`src/rtl/des_keysched_seq.sv`:
```
// -----------------------------------------------------------------------------
// des_keysched_seq
// Runtime-keyed DES round-key generator. A 64-bit key is captured, reduced by
// PC-1 into C/D halves, and the 16 round keys are produced one per cycle
// (rotate C/D, apply PC-2) into a 16x48 table. A registered read port returns
// any round key in encrypt order or reversed (decrypt) order.
//
// Ports:
//   clk         in   1   rising-edge clock
//   rst_n       in   1   asynchronous active-low reset
//   key_load    in   1   strobe: capture key_in, (re)start expansion
//   key_in      in  64   DES key, MSB = DES bit 1 (parity bits ignored)
//   busy        out  1   expansion in progress
//   ready       out  1   table holds the complete schedule of the current key
//   rd_en       in   1   read request
//   rd_round    in   4   logical round index 0..15
//   rd_decrypt  in   1   1: physical index = 15 - rd_round
//   roundkey    out 48   round key, MSB = PC-2 bit 1
//   rd_valid    out  1   roundkey valid for the previous cycle's request
// -----------------------------------------------------------------------------
module des_keysched_seq #(
   parameter logic [63:0] DEFAULT_KEY = 64'hFEF9545BB7A45DFD,
   parameter bit          AUTO_EXPAND = 1'b1
) (
   input  logic        clk,
   input  logic        rst_n,
   input  logic        key_load,
   input  logic [63:0] key_in,
   output logic        busy,
   output logic        ready,
   input  logic        rd_en,
   input  logic [3:0]  rd_round,
   input  logic        rd_decrypt,
   output logic [47:0] roundkey,
   output logic        rd_valid
);

   localparam int unsigned KEY_W    = 64;
   localparam int unsigned CD_W     = 28;
   localparam int unsigned PC1_W    = 56;
   localparam int unsigned RK_W     = 48;
   localparam int unsigned IDX_W    = 4;
   localparam int unsigned N_ROUNDS = 16;

   // Entries are DES bit numbers (1 = MSB of the source vector).
   localparam int unsigned PC1_TAB [PC1_W] = '{
      57, 49, 41, 33, 25, 17,  9,  1, 58, 50, 42, 34, 26, 18,
      10,  2, 59, 51, 43, 35, 27, 19, 11,  3, 60, 52, 44, 36,
      63, 55, 47, 39, 31, 23, 15,  7, 62, 54, 46, 38, 30, 22,
      14,  6, 61, 53, 45, 37, 29, 21, 13,  5, 28, 20, 12,  4
   };

   localparam int unsigned PC2_TAB [RK_W] = '{
      14, 17, 11, 24,  1,  5,  3, 28, 15,  6, 21, 10,
      23, 19, 12,  4, 26,  8, 16,  7, 27, 20, 13,  2,
      41, 52, 31, 37, 47, 55, 30, 40, 51, 45, 33, 48,
      44, 49, 39, 56, 34, 53, 46, 42, 50, 36, 29, 32
   };

   typedef enum logic [1:0] {
      S_IDLE    = 2'd0,
      S_LOADPC1 = 2'd1,
      S_EXPAND  = 2'd2,
      S_READY   = 2'd3
   } state_t;

   state_t              r_state;
   state_t              w_state_nxt;
   logic                w_load_cd;
   logic                w_step;

   logic [KEY_W-1:0]    r_key;
   logic [CD_W-1:0]     r_c;
   logic [CD_W-1:0]     r_d;
   logic [IDX_W-1:0]    r_cnt;
   logic                r_busy;
   logic                r_ready;
   logic [RK_W-1:0]     r_table [N_ROUNDS];
   logic [RK_W-1:0]     r_roundkey;
   logic                r_rd_valid;

   logic [PC1_W-1:0]    w_pc1;
   logic                w_shift2;
   logic [CD_W-1:0]     w_c_rot;
   logic [CD_W-1:0]     w_d_rot;
   logic [PC1_W-1:0]    w_cd_rot;
   logic [RK_W-1:0]     w_pc2;
   logic [IDX_W-1:0]    w_rd_idx;
   logic                w_unused_parity;

   // PC-1: 64-bit key -> {C,D}; parity bits 8,16,...,64 are never selected.
   for (genvar g = 0; g < PC1_W; g++) begin : g_pc1
      assign w_pc1[PC1_W-1-g] = r_key[KEY_W-PC1_TAB[g]];
   end

   // Parity bits travel in the key register but are dropped by PC-1.
   assign w_unused_parity = ^{r_key[0],  r_key[8],  r_key[16], r_key[24],
                              r_key[32], r_key[40], r_key[48], r_key[56]};

   // Rounds 1, 2, 9 and 16 rotate by one, all others by two.
   assign w_shift2 = !((r_cnt == 4'd0) || (r_cnt == 4'd1) ||
                       (r_cnt == 4'd8) || (r_cnt == 4'd15));

   assign w_c_rot  = w_shift2 ? {r_c[CD_W-3:0], r_c[CD_W-1:CD_W-2]}
                              : {r_c[CD_W-2:0], r_c[CD_W-1]};
   assign w_d_rot  = w_shift2 ? {r_d[CD_W-3:0], r_d[CD_W-1:CD_W-2]}
                              : {r_d[CD_W-2:0], r_d[CD_W-1]};
   assign w_cd_rot = {w_c_rot, w_d_rot};

   // PC-2 on the rotated halves, so the round key is written in the same cycle.
   for (genvar g = 0; g < RK_W; g++) begin : g_pc2
      assign w_pc2[RK_W-1-g] = w_cd_rot[PC1_W-PC2_TAB[g]];
   end

   assign w_rd_idx = rd_decrypt ? (4'd15 - rd_round) : rd_round;

   // State register.
   always_ff @(posedge clk or negedge rst_n) begin
      if (!rst_n) begin
         r_state <= S_IDLE;
      end else begin
         r_state <= w_state_nxt;
      end
   end

   // Next state and datapath controls; key_load overrides every transition.
   always_comb begin
      w_state_nxt = r_state;
      w_load_cd   = 1'b0;
      w_step      = 1'b0;
      case (r_state)
         S_IDLE: begin
            if (AUTO_EXPAND) begin
               w_state_nxt = S_LOADPC1;
            end
         end
         S_LOADPC1: begin
            w_load_cd   = 1'b1;
            w_state_nxt = S_EXPAND;
         end
         S_EXPAND: begin
            w_step = 1'b1;
            if (r_cnt == 4'd15) begin
               w_state_nxt = S_READY;
            end
         end
         S_READY: begin
            w_state_nxt = S_READY;
         end
         default: begin
            w_state_nxt = S_IDLE;
         end
      endcase
      if (key_load) begin
         w_state_nxt = S_LOADPC1;
         w_load_cd   = 1'b0;
         w_step      = 1'b0;
      end
   end

   // Key register, C/D halves, round counter and status flags.
   always_ff @(posedge clk or negedge rst_n) begin
      if (!rst_n) begin
         r_key   <= DEFAULT_KEY;
         r_c     <= '0;
         r_d     <= '0;
         r_cnt   <= '0;
         r_busy  <= 1'b0;
         r_ready <= 1'b0;
      end else begin
         if (key_load) begin
            r_key <= key_in;
         end
         if (w_load_cd) begin
            r_c   <= w_pc1[PC1_W-1:CD_W];
            r_d   <= w_pc1[CD_W-1:0];
            r_cnt <= '0;
         end else if (w_step) begin
            r_c   <= w_c_rot;
            r_d   <= w_d_rot;
            r_cnt <= r_cnt + 4'd1;
         end
         // Flags follow the state being entered so they line up with it.
         r_busy  <= (w_state_nxt == S_LOADPC1) || (w_state_nxt == S_EXPAND);
         r_ready <= (w_state_nxt == S_READY);
      end
   end

   // Round-key table; contents are meaningless until ready.
   always_ff @(posedge clk) begin
      if (w_step) begin
         r_table[r_cnt] <= w_pc2;
      end
   end

   // Read port: serviced only while the table is complete; roundkey holds otherwise.
   always_ff @(posedge clk or negedge rst_n) begin
      if (!rst_n) begin
         r_roundkey <= '0;
         r_rd_valid <= 1'b0;
      end else begin
         if (rd_en && r_ready) begin
            r_roundkey <= r_table[w_rd_idx];
            r_rd_valid <= 1'b1;
         end else begin
            r_rd_valid <= 1'b0;
         end
      end
   end

   assign busy     = r_busy;
   assign ready    = r_ready;
   assign roundkey = r_roundkey;
   assign rd_valid = r_rd_valid;

endmodule

```
`config.mk`:
```
export PLATFORM = sky130hd
export DESIGN_NAME = des_keysched_seq
export DESIGN_NICKNAME = d
export VERILOG_FILES = /design/src/rtl/des_keysched_seq.sv
export SDC_FILE = /design/constraint.sdc
export NUM_CORES = 1
export LEC_CHECK = 0
export BUFFER_PORTS_ARGS = -buffer_cell sky130_fd_sc_hd__buf_2
export CORE_ASPECT_RATIO = 1.1
export CORE_MARGIN = 2
export CORE_UTILIZATION = 40
export DETAILED_ROUTE_END_ITERATION = 10
export HOLD_SLACK_MARGIN = 0.15
export SLEW_MARGIN = 20
export SYNTH_ARGS = -nofsm -noshare
export SYNTH_HDL_FRONTEND = slang
export SYNTH_SLANG_ARGS = --single-unit
```
`constraint.sdc`:
```
create_clock -name clk -period 11.7 [get_ports clk]
set_input_delay 2.34 -clock clk [delete_from_list [all_inputs] [get_ports clk]]
set_output_delay 2.34 -clock clk [all_outputs]
set_load 0.05 [all_outputs]
```
# [Word level (Yosys, flattened, before mapping)]
# Memory sizes are Yosys's and may differ from the RTL's. A register that Yosys moved wholly into a read port is not among the register bits.
# Index checks and enable logic that the tools add are counted.
[totals] out_inout_bits=51 reg_bits=129 inputBits=73 mem_bits_ro=0 latchBits=0 ramBits=768 mem_count=1
[mem_list] memory="r_table" words=16 word_bits=48 rd=1 rd_ports_with_merged_regs=1 wr=1 line="78" text="logic [RK_W-1:0] r_table [N_ROUNDS];"
[op_classes] n_bitwise=0 mux=19 n_eq_ne=9 n_lt_le_gt_ge=0 n_reduce_logical=9 n_mul=0 shifts=0 div_mod_pow=0 addsub=2
[ops] cell="28-bit 2-to-1 mux" n=6
[ops] cell="4-bit 2-to-1 mux" n=3
[ops] cell="2-bit equality test, second input constant" n=4
[ops] cell="4-bit equality test, second input constant" n=2
[ops] cell="2-bit one-hot mux with 4 select lines" n=1
[ops] cell="1-bit 2-to-1 mux" n=7
[ops] cell="4-bit by 1-bit adder with 4-bit output, second input constant" n=1
[ops] cell="2-bit by 1-bit equality test with 1-bit output, second input constant" n=2
[ops] cell="4-bit by 1-bit equality test with 1-bit output, second input constant" n=1
[ops] cell="4-bit logical NOT" n=1
[ops] cell="1-bit logical OR" n=4
[ops] cell="2-bit 2-to-1 mux" n=2
[ops] cell="4-bit subtractor, first input constant" n=1
[ops] cell="2-bit logical NOT" n=1
[ops] cell="2-bit nonzero test" n=1
[ops] cell="1-bit logical AND" n=1
[ops] cell="1-bit logical NOT" n=1

# [Logic depth before layout (Yosys ltp)]
[logic_depth] ltp_word=7 mapped_depth=9 ltp_nobuf=6

# [Least setup slack after synthesis]
# OpenSTA, ideal clock, no wires.
[synth_path] path_kind="input to register" startpoint="input key_load" endpoint="memory r_table[3][0] (enable)" setup_ns=0.513 required_ns=11.187 n_path_buf=2 path_slack_ns=4.701 arrival_time_ns=6.486 stages=5 path_cell_list="buf_2 > nor3b_1 > clkbuf_1 > nand2_1 > nor3_1"
[synth_via] elab_chain_cells=3
[synth_lines] item="from (decl)" line="27" text="input logic key_load,"
[synth_lines] item="1-bit 2-to-1 mux" line="154" text="if (key_load) begin"
[synth_lines] item="1-bit 2-to-1 mux" line="191" text="if (w_step) begin"
[synth_lines] item="1-bit 2-to-1 mux (implied by the code)" line="192" text="r_table[r_cnt] <= w_pc2;"
[synth_lines] item="to (decl)" line="78"
# No other way between the ends.

# [Final worst setup path]
[layout_path] startpoint="input rd_round[2]" endpoint="register r_roundkey[23] (netlist: roundkey[23]), read port of r_table"
[layout_via] elab_chain_cells=2
[layout_lines] item="from (decl)" line="32" text="input logic [3:0] rd_round,"
[layout_lines] item="4-bit subtractor" line="115" text="assign w_rd_idx = rd_decrypt ? (4'd15 - rd_round) : rd_round;"
[layout_lines] item="4-bit 2-to-1 mux (*)" line="115"
[layout_lines] item="to (decl)" line="79" text="logic [RK_W-1:0] r_roundkey;"
# Mark *: on every way between the ends. The rest lies on a longest branch, timed or not.
# A chain may end at the register's enable or synchronous reset.

==> impl_metrics.toml <==
[routing]
routed-via-count = 25600
avgRoutedWirePerCell_um = 29.75
drc = 0
drt-initial-drc-count = 2647
drt_pass1_iterations = 6
final_antenna_net_count = 0
avgViaCountPerCell = 6.199
drt-total-wl_mm = 122.9

[critical_path]
critical_path_class = "in2reg"
crit_fanout = 66
rrSetupSlack_ns = 8.36
start_kind = "input pin"
worstPathArrival_ns = 6.57
required_ns = 12.25
end_kind = "flop"

[cts]
ctsResizeCount = 0
path_clk_slew_ns = 0.06
numCtsBuffers = 93
cts-htree-levels = 3
clock_path_buffers = 3
cts_tree = "yes"
clk_latency_ns = 0.67
root_buffer = "clkbuf_16"
ctsHoldBuffers = 0
cts_setup_buffers = 0
cts.sinks = 937

[sta]
layout_min_cycle_time_ns = 6.024
fin_crit_sh_pct = 51.49
rsz0062_at_grt = "false"
slew-limit-headroom_pct = 22.33
maxSlewViolCount = 0
tightest_slew_ns = 1.165
fin_skew_ns = 0.03147
fmax_mhz = 166.0
setup_viol = 0
hold_viol = 0
tns_ns = 0

[placed_design]
place_area_um2 = 44830
gp_congestion = 0.7481
io_buffers = 115
hpwl_mm = 64.06

[global_route]
grt_overflow = 0
use_met3_pct = 3.037
gr-usage-all-layers_pct = 21.80
top_usage_layer = "met2"
grt_start_max_net_pins = 80
grt_pass1_wl_mm = 178.7
antenna_found_initial = 1
gr-usage-met2_pct = 37.37
met1_usage_pct = 29.34
first_global_vias = 26580

[cells_and_area]
fin_area_um2 = 47810
final_common_cell = "edfxtp_1"
drive_gt1_share_pct = 25.86
diodes = 0
areaGrowthSynthToFinish_pct = 10.60
most-common-layout-cells = "edfxtp_1 (768), mux2i_1 (394), mux4_2 (192), dfrtp_1 (132), buf_2 (110)"
post-route-util_pct = 44.60
fin_nets = 2721

[synth]
yosysUniqueCellTypes = 45
synth_warnings = 0
yosys.area_share.simple_pct = 1.852
ys_ff_latch = 937
synthesis.nets = 2673
synthMuxAreaShare_pct = 21.83
synth-xor-area-share_pct = 0.02026
async_flop_share_pct = 18.04
synthAdderAreaFrac_pct = 0.1447
synth-edff-count = 768
ys.flop_type = "edfxtp_1"
synth.avg_cell_area_um2 = 16.66
synth_seq_area_share_pct = 63.23
synth_top_family_by_area = "multiplexers"
synth-compound-area-share_pct = 9.736
synthCells = 2595
synth.cell_area_um2 = 43230

[pwr]
peakVddDrop_mv = 0.1231
p_leak_nw = 17.09
power_density_nw_per_um2 = 179.9

[run_status]
status = "finished clean"

[floorplan]
start_util_pct = 40.33
die_h_um = 348.8
die_width_um = 317.5
io_pins = 124
rows = 126
coreArea_um2 = 107200
die_area_um2 = 110700

[min_path]
hold_path_class = "reg2reg"

[run]
drv_cap = 0
where the power goes:
group / switching (mW) / internal, mW / leakage, nW
logic: 1.03 / 0.402 / 6.71
clock network: 1.27 / 1.66 / 1.47
registers: 0.126 / 4.11 / 8.92
total: 2.43 / 6.17 / 17.1
flip-flops by register name, summed over array words and instances (netlist names), 2 cells and up:
register  flops
r_key        56
r_state       2
r_table     768
r_cnt         4
r_c          28
roundkey     48
r_d          28
kinds of logic (layout without fill, tap and decap cells):
family | Yosys count | in the layout
XOR/XNOR | 1 | 1
AND/OR/NAND/NOR | 195 | 195
multiplexers | 690 | 690
buffers and inverters | 218 | 345
flip-flops | 937 | 937
adder cells (fa/ha/maj) | 5 | 5
AO/OA/AOI/OAI | 549 | 549
critical path, stage by stage:
cell,delay (ns)
clkbuf_8,0.57
nor2b_4,0.81
buf_4,0.74
or2_2,0.76
buf_4,0.64
nand2_1,0.11
a21o_1,0.22
a221oi_1,0.27
through the flow:
stage | std cells | hold slack [ns] | setup WS (ns) | power [mW]
final | 4130 | 0.5220 | 5.676 | 8.603
after global routing | 4130 | 0.5435 | 5.588 | 8.872
after CTS | 4130 | 0.5260 | 5.711 | 8.640
after detailed placement | 3956 | 0.5111 | 5.016 | 5.729
after global placement | 3956 | 0.5033 | 5.048 | 5.665
after floorplan | 2595 | 0.4811 | 4.701 | 5.194
worst paths after layout:
check / end / start / cells after the start
min in group asynchronous: r_key[22] / rst_n / 1
hold reg to reg: r_key[49] / r_key[49] / 1
setup / recovery: roundkey[23] / rd_round[2] / 8
max in group asynchronous: r_key[19] / rst_n / 3
hold / removal: r_key[49] / r_key[49] / 1
setup reg to reg: r_table[7][14] / r_state[0] / 5
routing by layer:
metal	routed length, um	share of wire (%)
met5	0	0
met4	2490	2.0
met3	8561	7.0
met2	60170	49
met1	51660	42
synthesized netlist by cell type, types with 3 or more instances:
| cell type | number | share of area [%] |
|---|---|---|
| a21o_1 | 95 | 1.6 |
| a21oi_1 | 50 | 0.58 |
| a221oi_1 | 66 | 1.3 |
| a221oi_2 | 29 | 1.0 |
| a22o_1 | 48 | 0.97 |
| a22oi_1 | 103 | 1.8 |
| a31oi_1 | 47 | 0.68 |
| and2_1 | 3 | 0.043 |
| buf_1 | 6 | 0.052 |
| buf_2 | 59 | 0.68 |
| buf_4 | 48 | 0.83 |
| buf_6 | 33 | 0.86 |
| clkbuf_1 | 63 | 0.55 |
| clkbuf_4 | 3 | 0.052 |
| dfrtp_1 | 132 | 7.6 |
| dfstp_2 | 37 | 2.2 |
| edfxtp_1 | 768 | 53 |
| ha_1 | 5 | 0.14 |
| inv_1 | 3 | 0.026 |
| mux2_2 | 104 | 2.7 |
| mux2i_1 | 394 | 9.1 |
| mux4_2 | 192 | 10 |
| nand2_1 | 108 | 0.94 |
| nand3_1 | 3 | 0.035 |
| nor2_1 | 65 | 0.56 |
| nor3_1 | 4 | 0.046 |
| o21ai_0 | 44 | 0.51 |
| o21ai_1 | 15 | 0.17 |
| o221ai_1 | 47 | 0.95 |
area by class of cell:
| class | count | area [um^2] |
|---|---|---|
| clock buffers | 121 | 2537 |
| clock inverters | 53 | 440.4 |
| fillers | 9265 | 59390 |
| inverters | 3 | 11.26 |
| multi-input cells | 1440 | 14690 |
| flip-flops and latches | 937 | 27340 |
| well taps | 1408 | 1762 |
| repair buffers | 168 | 1037 |
Note: power is estimated with default switching activity, not from simulation.
